`src/rtl/fft32_out_reorder_if.sv`:
```
// Stream bundle for the FFT output reorder stage: a dual-path bit-reversed input side
// and a single-path natural-order output side.
interface fft32_out_reorder_if #(
  parameter int WIDTH = 9
);
  logic                    in_valid;
  logic                    in_ready;
  logic signed [WIDTH-1:0] in_up_re;
  logic signed [WIDTH-1:0] in_up_im;
  logic signed [WIDTH-1:0] in_l_re;
  logic signed [WIDTH-1:0] in_l_im;

  logic                    out_valid;
  logic                    out_ready;
  logic signed [WIDTH-1:0] out_re;
  logic signed [WIDTH-1:0] out_im;
  logic [4:0]              out_index;
  logic                    out_last;

  modport master (
    output in_valid, in_up_re, in_up_im, in_l_re, in_l_im, out_ready,
    input  in_ready, out_valid, out_re, out_im, out_index, out_last
  );

  modport slave (
    input  in_valid, in_up_re, in_up_im, in_l_re, in_l_im, out_ready,
    output in_ready, out_valid, out_re, out_im, out_index, out_last
  );
endinterface

```
`src/rtl/fft32_out_reorder.sv`:
```
// Ping-pong register buffer turning the 32-point MDC FFT's bit-reversed dual-path
// output into a natural-order single-path stream with valid/ready handshake.
module fft32_out_reorder #(
  parameter int WIDTH = 9
) (
  input logic                clk,
  input logic                rst_n,
  fft32_out_reorder_if.slave bus
);

  localparam logic [0:0] S_IDLE   = 1'b0;
  localparam logic [0:0] S_STREAM = 1'b1;

  function automatic logic [3:0] rev4(input logic [3:0] v);
    return {v[0], v[1], v[2], v[3]};
  endfunction

  logic [0:0]              state_q, state_d;
  logic [1:0]              full_q, full_d;
  logic                    wr_bank_q, wr_bank_d;
  logic [3:0]              wr_cnt_q, wr_cnt_d;
  logic                    rd_bank_q, rd_bank_d;
  logic [4:0]              rd_cnt_q, rd_cnt_d;
  logic                    out_valid_q, out_valid_d;
  logic signed [WIDTH-1:0] out_re_q, out_re_d;
  logic signed [WIDTH-1:0] out_im_q, out_im_d;

  logic signed [WIDTH-1:0] mem_re_q [2][32];
  logic signed [WIDTH-1:0] mem_im_q [2][32];

  logic       in_ready;
  logic       wr_fire;
  logic [4:0] wr_addr_up;
  logic [4:0] wr_addr_lo;
  logic       advance;
  logic       load;
  logic       rd_sel_bank;
  logic [4:0] rd_sel_addr;

  assign in_ready   = ~full_q[wr_bank_q];
  assign wr_fire    = bus.in_valid & in_ready;
  assign wr_addr_up = {1'b0, rev4(wr_cnt_q)};
  assign wr_addr_lo = {1'b1, rev4(wr_cnt_q)};
  assign advance    = bus.out_ready | ~out_valid_q;

  // Buffer contents need no reset: a frame is only read after all 32 words are written.
  always_ff @(posedge clk) begin
    if (wr_fire) begin
      mem_re_q[wr_bank_q][wr_addr_up] <= bus.in_up_re;
      mem_im_q[wr_bank_q][wr_addr_up] <= bus.in_up_im;
      mem_re_q[wr_bank_q][wr_addr_lo] <= bus.in_l_re;
      mem_im_q[wr_bank_q][wr_addr_lo] <= bus.in_l_im;
    end
  end

  always_comb begin
    state_d     = state_q;
    full_d      = full_q;
    wr_bank_d   = wr_bank_q;
    wr_cnt_d    = wr_cnt_q;
    rd_bank_d   = rd_bank_q;
    rd_cnt_d    = rd_cnt_q;
    out_valid_d = out_valid_q;
    out_re_d    = out_re_q;
    out_im_d    = out_im_q;
    load        = 1'b0;
    rd_sel_bank = rd_bank_q;
    rd_sel_addr = rd_cnt_q + 5'd1;

    if (wr_fire) begin
      wr_cnt_d = wr_cnt_q + 4'd1;
      if (wr_cnt_q == 4'd15) begin
        full_d[wr_bank_q] = 1'b1;
        wr_bank_d         = ~wr_bank_q;
      end
    end

    case (state_q)
      S_IDLE: begin
        if (full_q[rd_bank_q]) begin
          load        = 1'b1;
          rd_sel_addr = 5'd0;
          rd_cnt_d    = 5'd0;
          out_valid_d = 1'b1;
          state_d     = S_STREAM;
        end
      end
      S_STREAM: begin
        if (advance) begin
          if (rd_cnt_q != 5'd31) begin
            load        = 1'b1;
            rd_cnt_d    = rd_cnt_q + 5'd1;
            out_valid_d = 1'b1;
          end else begin
            // Writer only ever touches the non-full bank, so this clear never collides
            // with a set of the same flag above.
            full_d[rd_bank_q] = 1'b0;
            rd_bank_d         = ~rd_bank_q;
            rd_cnt_d          = 5'd0;
            if (full_q[~rd_bank_q]) begin
              load        = 1'b1;
              rd_sel_bank = ~rd_bank_q;
              rd_sel_addr = 5'd0;
              out_valid_d = 1'b1;
            end else begin
              out_valid_d = 1'b0;
              state_d     = S_IDLE;
            end
          end
        end
      end
      default: begin
        state_d     = S_IDLE;
        out_valid_d = 1'b0;
      end
    endcase

    if (load) begin
      out_re_d = mem_re_q[rd_sel_bank][rd_sel_addr];
      out_im_d = mem_im_q[rd_sel_bank][rd_sel_addr];
    end
  end

  always_ff @(posedge clk or negedge rst_n) begin
    if (!rst_n) begin
      state_q     <= S_IDLE;
      full_q      <= '0;
      wr_bank_q   <= 1'b0;
      wr_cnt_q    <= '0;
      rd_bank_q   <= 1'b0;
      rd_cnt_q    <= '0;
      out_valid_q <= 1'b0;
      out_re_q    <= '0;
      out_im_q    <= '0;
    end else begin
      state_q     <= state_d;
      full_q      <= full_d;
      wr_bank_q   <= wr_bank_d;
      wr_cnt_q    <= wr_cnt_d;
      rd_bank_q   <= rd_bank_d;
      rd_cnt_q    <= rd_cnt_d;
      out_valid_q <= out_valid_d;
      out_re_q    <= out_re_d;
      out_im_q    <= out_im_d;
    end
  end

  assign bus.in_ready  = in_ready;
  assign bus.out_valid = out_valid_q;
  assign bus.out_re    = out_re_q;
  assign bus.out_im    = out_im_q;
  assign bus.out_index = rd_cnt_q;
  assign bus.out_last  = out_valid_q & (rd_cnt_q == 5'd31);

endmodule

```
`src/flat_wrapper.sv`:
```
// flat-port wrapper written by rule: the top's interface ports become plain ports
module fft32_out_reorder_flat 
#(
  parameter int WIDTH = 9
)
  (clk, rst_n, bus_in_valid, bus_in_up_re, bus_in_up_im, bus_in_l_re, bus_in_l_im, bus_out_ready, bus_in_ready, bus_out_valid, bus_out_re, bus_out_im, bus_out_index, bus_out_last);
  fft32_out_reorder_if #(.WIDTH(WIDTH)) bus_i ();
  input logic clk;
  input logic rst_n;
  input wire logic [$bits(bus_i.in_valid)-1:0] bus_in_valid;
  input wire logic [$bits(bus_i.in_up_re)-1:0] bus_in_up_re;
  input wire logic [$bits(bus_i.in_up_im)-1:0] bus_in_up_im;
  input wire logic [$bits(bus_i.in_l_re)-1:0] bus_in_l_re;
  input wire logic [$bits(bus_i.in_l_im)-1:0] bus_in_l_im;
  input wire logic [$bits(bus_i.out_ready)-1:0] bus_out_ready;
  output wire logic [$bits(bus_i.in_ready)-1:0] bus_in_ready;
  output wire logic [$bits(bus_i.out_valid)-1:0] bus_out_valid;
  output wire logic [$bits(bus_i.out_re)-1:0] bus_out_re;
  output wire logic [$bits(bus_i.out_im)-1:0] bus_out_im;
  output wire logic [$bits(bus_i.out_index)-1:0] bus_out_index;
  output wire logic [$bits(bus_i.out_last)-1:0] bus_out_last;
  assign bus_i.in_valid = bus_in_valid;
  assign bus_i.in_up_re = bus_in_up_re;
  assign bus_i.in_up_im = bus_in_up_im;
  assign bus_i.in_l_re = bus_in_l_re;
  assign bus_i.in_l_im = bus_in_l_im;
  assign bus_i.out_ready = bus_out_ready;
  assign bus_in_ready = bus_i.in_ready;
  assign bus_out_valid = bus_i.out_valid;
  assign bus_out_re = bus_i.out_re;
  assign bus_out_im = bus_i.out_im;
  assign bus_out_index = bus_i.out_index;
  assign bus_out_last = bus_i.out_last;
  fft32_out_reorder #(.WIDTH(WIDTH)) u_core (.clk(clk), .rst_n(rst_n), .bus(bus_i));
endmodule
```
`config.mk`:
```
export PLATFORM = sky130hd
export DESIGN_NAME = fft32_out_reorder_flat
export DESIGN_NICKNAME = d
export VERILOG_FILES = /design/src/rtl/fft32_out_reorder_if.sv /design/src/rtl/fft32_out_reorder.sv /design/src/flat_wrapper.sv
export SDC_FILE = /design/constraint.sdc
export NUM_CORES = 2
export LEC_CHECK = 0
export BUFFER_PORTS_ARGS = -buffer_cell sky130_fd_sc_hd__buf_2
export CAP_MARGIN = 20
export CORE_AREA = 2 2 356 358
export DETAILED_ROUTE_END_ITERATION = 6
export DIE_AREA = 0 0 358 360
export GPL_TIMING_DRIVEN = 1
export PLACE_DENSITY = 0.62
export SLEW_MARGIN = 40
export SYNTH_ARGS = -nofsm -noshare
export SYNTH_HDL_FRONTEND = slang
export SYNTH_SLANG_ARGS = --single-unit
```
`constraint.sdc`:
```
create_clock -name clk -period 5.3 [get_ports clk]
set_input_delay 0.53 -clock clk [delete_from_list [all_inputs] [get_ports clk]]
set_output_delay 0.53 -clock clk [all_outputs]
set_load 0.05 [all_outputs]
```
==> impl.org <==
** Floorplanning
- Area of the core region :: roughly 0.12 sq mm
- The initialized floorplan defines 130 standard-cell rows.
- Horizontal extent of the die :: between 300 and 400 um
- Die Area :: 0.129 sq mm
- Measured along the y axis, the die boundary spans 360 um.
- During I/O placement, the number of pins put on the boundary was between 60 and 70.
- Once the floorplan was initialized, standard cells occupied 39.9% of the core.

** Synth
- Counting instances in the post-synthesis netlist gives the leading cell types as 1152 x sky130_fd_sc_hd__edfxtp_1, 738 x sky130_fd_sc_hd__nand2_1, 288 x sky130_fd_sc_hd__mux2_2, 208 x sky130_fd_sc_hd__nand3_1, 177 x sky130_fd_sc_hd__mux2i_1.
- Area leader, netlist :: sky130_fd_sc_hd__edfxtp_1
- In the post-synthesis netlist, the cell with the most instances is sky130_fd_sc_hd__edfxtp_1.
- After synthesis, the mean cell area works out to about 14 sq um.
- For this run, the leading register cell type out of synthesis is sky130_fd_sc_hd__edfxtp_1.
- Sequential-to-total area share from yosys stat :: 71.1%
- Cells taking the most area after synthesis :: sky130_fd_sc_hd__edfxtp_1 69%, sky130_fd_sc_hd__mux2_2 6.5%, sky130_fd_sc_hd__nand2_1 5.6%
- Unique masters post-synth :: 54
- Cell area after technology mapping :: 0.0498 sq mm
- Synthesis handed over a netlist of approximately 3500 instances.
- Area share of the largest cell type after synthesis :: 69.4%
- Synthesis inferred between 1000 and 1500 register bits.
- During synthesis, Yosys emitted a total of 0 warnings.
- Synthesis produced a netlist with a net count of 3525.
- Number of synthesized flops with an enable pin :: 1152
- Counting flops with an async set or reset pin after synthesis yields a share of under 10%.

** Placement
- Number of input and output port buffers inserted :: 65
- In this run, placement finished with an instance count of roughly 5000.
- Placer congestion estimate :: between 0.8 and 0.9
- DP Wirelength :: approximately 88000 um
- In this run the cell area measured after placement is ~0.053 sq mm.

** Power
- VDD sags by at most 0.266 mV.
- Total leakage power :: around 20 nW
- In this run the power density over the cells is approximately 430 mW/mm^2.
- Net switching share of the total power :: a little over 30%
- Internal portion of total power :: about 0.017 W
- Comb power frac :: between 20 and 25%
- Per report_power, the sequential group accounts for 45.4% of the total.
- Sw power :: between 0.007 and 0.008 W
- The clock network is responsible for roughly a third of the overall power.

** Drt
- Signal routing reaches up to met5.
- In the routed design, unresolved DRC markers number 0.
- After detailed routing, the wire length on met1 is 61000 um.
- Detailed-route via count :: between 30000 and 40000
- Routed wl met3 :: ~15000 um
- Routed via count divided by cell count :: 5.93
- After the first detailed-routing iteration, the DRC count stood at between 3000 and 4000.
- Detailed routing placed a total of approximately 71000 um of wire on met2.
- Initial DRT Pass Iterations :: 6
- Wire length reported by the detailed router :: 152000 um
- Remaining antenna violation count after routing :: 0
- In the final routed layout, each cell accounts on average for between 20 and 30 um.

** Clock network
- Post-CTS sizing :: 0
- H-tree levels :: 3
- Number of CTS-inserted buffers :: 119
- TritonCTS built the clock tree.
- Cell chosen for the clock root :: sky130_fd_sc_hd__clkbuf_16
- Buffers added to address setup during post-CTS repair amount to 0.
- For this design, the sink count on the clock tree is about 1200.
- The clock passes through at most 3 buffers.
- The clock reaches the later pin of the worst-skew pair after 710 ps.
- Post-CTS Hold Fix Bufs :: 1
- After clock tree synthesis, the clock-pin slew on the worst setup and hold paths is 60 ps.

** Layout
- Count of placed standard cells in the final layout, fillers left out :: ~5300
- Of the cells placed in the final design, the portion with a size suffix greater than 1 is between 20% and 30%.
- Area Growth Syn to Fin :: 13.4%
- Footprint of the flip-flops and latches :: 0.0354 sq mm
- Finished layout cell area :: ~0.057 sq mm
- The multi-input combinational cells in the finished layout cover a total of 0.0134 sq mm.
- Fillcell total :: 11000
- In the final design database the tool counted roughly 3600 nets.

** Setup path
- STA classifies the critical path endpoint as a flop.
- Cell count of the worst reg-to-reg path :: 12
- The critical path is of the reg2reg type.
- Required time of the critical path :: 5940 ps
- Maximum fanout along the worst path :: 114
- The startpoint identified for the worst register-to-register timing path is u_core.bus.out_index[0]$_DFFE_PN0P_.
- Worst Setup Start Kind :: flop
- Arrival time at the worst endpoint :: between 5000 and 6000 ps
- Crit path from :: u_core.bus.out_index[0]$_DFFE_PN0P_
- In this run the critical register-to-register path is captured at u_core.bus.out_re[8]$_DFFE_PN0P_.
- The most critical setup path has its endpoint at u_core.bus.out_re[8]$_DFFE_PN0P_.
- Setup slack of the worst register-to-register path :: approximately 620 ps

** Global routing
- Entering global routing, the biggest net connects 115 pins.
- Total global routing track utilization :: a little under a quarter
- Remaining global-route overflow :: 0
- The number of antenna violations at the first check in global routing came to 19.
- The via count of the first global-routing pass is ~30000.
- The first global-routing pass estimated 216000 um of wire.

** STA
- For the final routed database, the setup TNS stands at 0 ps.
- Setup repair after global routing left no endpoint under its margin.
- The clock arrives with between 15 and 20 ps of skew.
- Number of setup violations in the final report :: 0
- Worst slew pin tran :: roughly 980 ps
- Across all hold checks on the routed design, the worst slack comes to 78.9 ps.
- Max transition margin :: roughly a third
- Hold Fails Final Rpt :: 0
- Fmax :: 0.214 GHz
- The number of pins with negative max-slew slack in the final report came to 0.
- The final critical path takes up 88.2% of the cycle.
- Post-layout min period :: 4680 ps

** Run
- Across the run, the number of max-cap violations was 0.

** Hold path
- The worst hold path belongs to the class in2reg.
- Worst Hold Launch :: bus_out_ready

** Status
- Status :: finished clean
## routing by layer
| layer | track usage [%] | vias up |
|---|---|---|
| met5 | 0 | - |
| met4 | 7.68 | 12 |
| met3 | 4.60 | 317 |
| met2 | 36.4 | 1582 |
| met1 | 32.1 | 16200 |
| li1 | - | 13400 |
## area by class of cell
class	count	area share [%]
antenna	7	0.0310
inverter	7	0.0465
multi-input combinational	2019	23.6
clock inverter	72	0.916
clock buffer	150	5.66
timing repair buffer	224	3.43
tap	1650	3.65
sequential	1185	62.7
## worst min path at each step
stage	cells after the start	slack (ps)	end
final	2	80	u_core.bus.out_valid$_DFFE_PN0P_
after global placement	1	520	u_core.wr_cnt_q[3]$_DFFE_PN0P_
after floorplan	0	230	u_core.bus.out_im[0]$_DFFE_PN0P_
after detailed placement	1	530	u_core.wr_cnt_q[3]$_DFFE_PN0P_
after global routing	2	60	u_core.bus.out_valid$_DFFE_PN0P_
after CTS	2	30	u_core.bus.out_valid$_DFFE_PN0P_
## layout by cell type (no fill, tap or decap), types with 33 or more instances in the layout
| master | n |
|---|---|
| sky130_fd_sc_hd__a221oi_1 | 34 |
| sky130_fd_sc_hd__nand2_1 | 736 |
| sky130_fd_sc_hd__a21oi_1 | 36 |
| sky130_fd_sc_hd__clkbuf_16 | 123 |
| sky130_fd_sc_hd__nor2_4 | 35 |
| sky130_fd_sc_hd__a22oi_1 | 35 |
| sky130_fd_sc_hd__a32oi_1 | 90 |
| sky130_fd_sc_hd__edfxtp_1 | 1152 |
| sky130_fd_sc_hd__dfrtp_1 | 33 |
| sky130_fd_sc_hd__a31oi_1 | 144 |
| sky130_fd_sc_hd__buf_4 | 145 |
| sky130_fd_sc_hd__and3_1 | 58 |
| sky130_fd_sc_hd__mux2i_1 | 177 |
| sky130_fd_sc_hd__nand4_1 | 55 |
| sky130_fd_sc_hd__nand3_1 | 208 |
| sky130_fd_sc_hd__buf_2 | 48 |
| sky130_fd_sc_hd__mux2_2 | 288 |
## cell families (layout without fill, tap and decap cells)
| group | Yosys count | count (layout) | share of synthesized area, % |
|---|---|---|---|
| compound gates | 398 | 398 | 5.90 |
| buf+inv | 275 | 453 | 2.77 |
| xor+xnor | 7 | 7 | 0.123 |
| fa+ha+maj | 6 | 6 | 0.151 |
| mux | 467 | 467 | 10.1 |
| simple gates | 1141 | 1141 | 9.84 |
| other cells | 0 | 7 | 0 |
| flops | 1185 | 1185 | 71.1 |
## sequential cells by signal, summed over array words and instances, names as in the netlist
signal,cells
u_core.bus.out_re,9
u_core.bus.out_index,5
u_core.wr_bank_q,1
u_core.state_q,1
u_core.bus.out_im,9
u_core.bus.out_valid,1
u_core.mem_im_q,576
u_core.wr_cnt_q,4
u_core.mem_re_q,576
u_core.full_q,2
u_core.rd_bank_q,1
## critical path, cell delays in order, from the launching register on
cell,delay [ps]
sky130_fd_sc_hd__dfrtp_1,540
sky130_fd_sc_hd__ha_1,280
sky130_fd_sc_hd__and3_1,180
sky130_fd_sc_hd__ha_1,300
sky130_fd_sc_hd__nand2_1,160
sky130_fd_sc_hd__or3_4,470
sky130_fd_sc_hd__nand2_8,450
sky130_fd_sc_hd__buf_12,500
sky130_fd_sc_hd__mux2i_1,150
sky130_fd_sc_hd__a22oi_1,230
sky130_fd_sc_hd__a31oi_1,120
sky130_fd_sc_hd__a21oi_1,760
sky130_fd_sc_hd__and3_1,260
## through the flow
step	worst slack (ps)	total power (W)	util, %
final	623	0.0246	45.3
after global routing	458	0.0253	45.3
after CTS	765	0.0246	45.2
after detailed placement	760	0.0166	42.2
after global placement	828	0.0165	42.2
after floorplan	865	0.0141	-
## power by group through the flow
stage / clock, W / combinational (W) / sequential, W
after global placement: 0 / 0.00518 / 0.0113
after CTS: 0.00819 / 0.00523 / 0.0112
after floorplan: 0 / 0.00261 / 0.0115
final: 0.00810 / 0.00531 / 0.0112
after detailed placement: 0 / 0.00521 / 0.0113
after global routing: 0.00853 / 0.00556 / 0.0112
No activity file was read; power rests on OpenSTA's default activity.
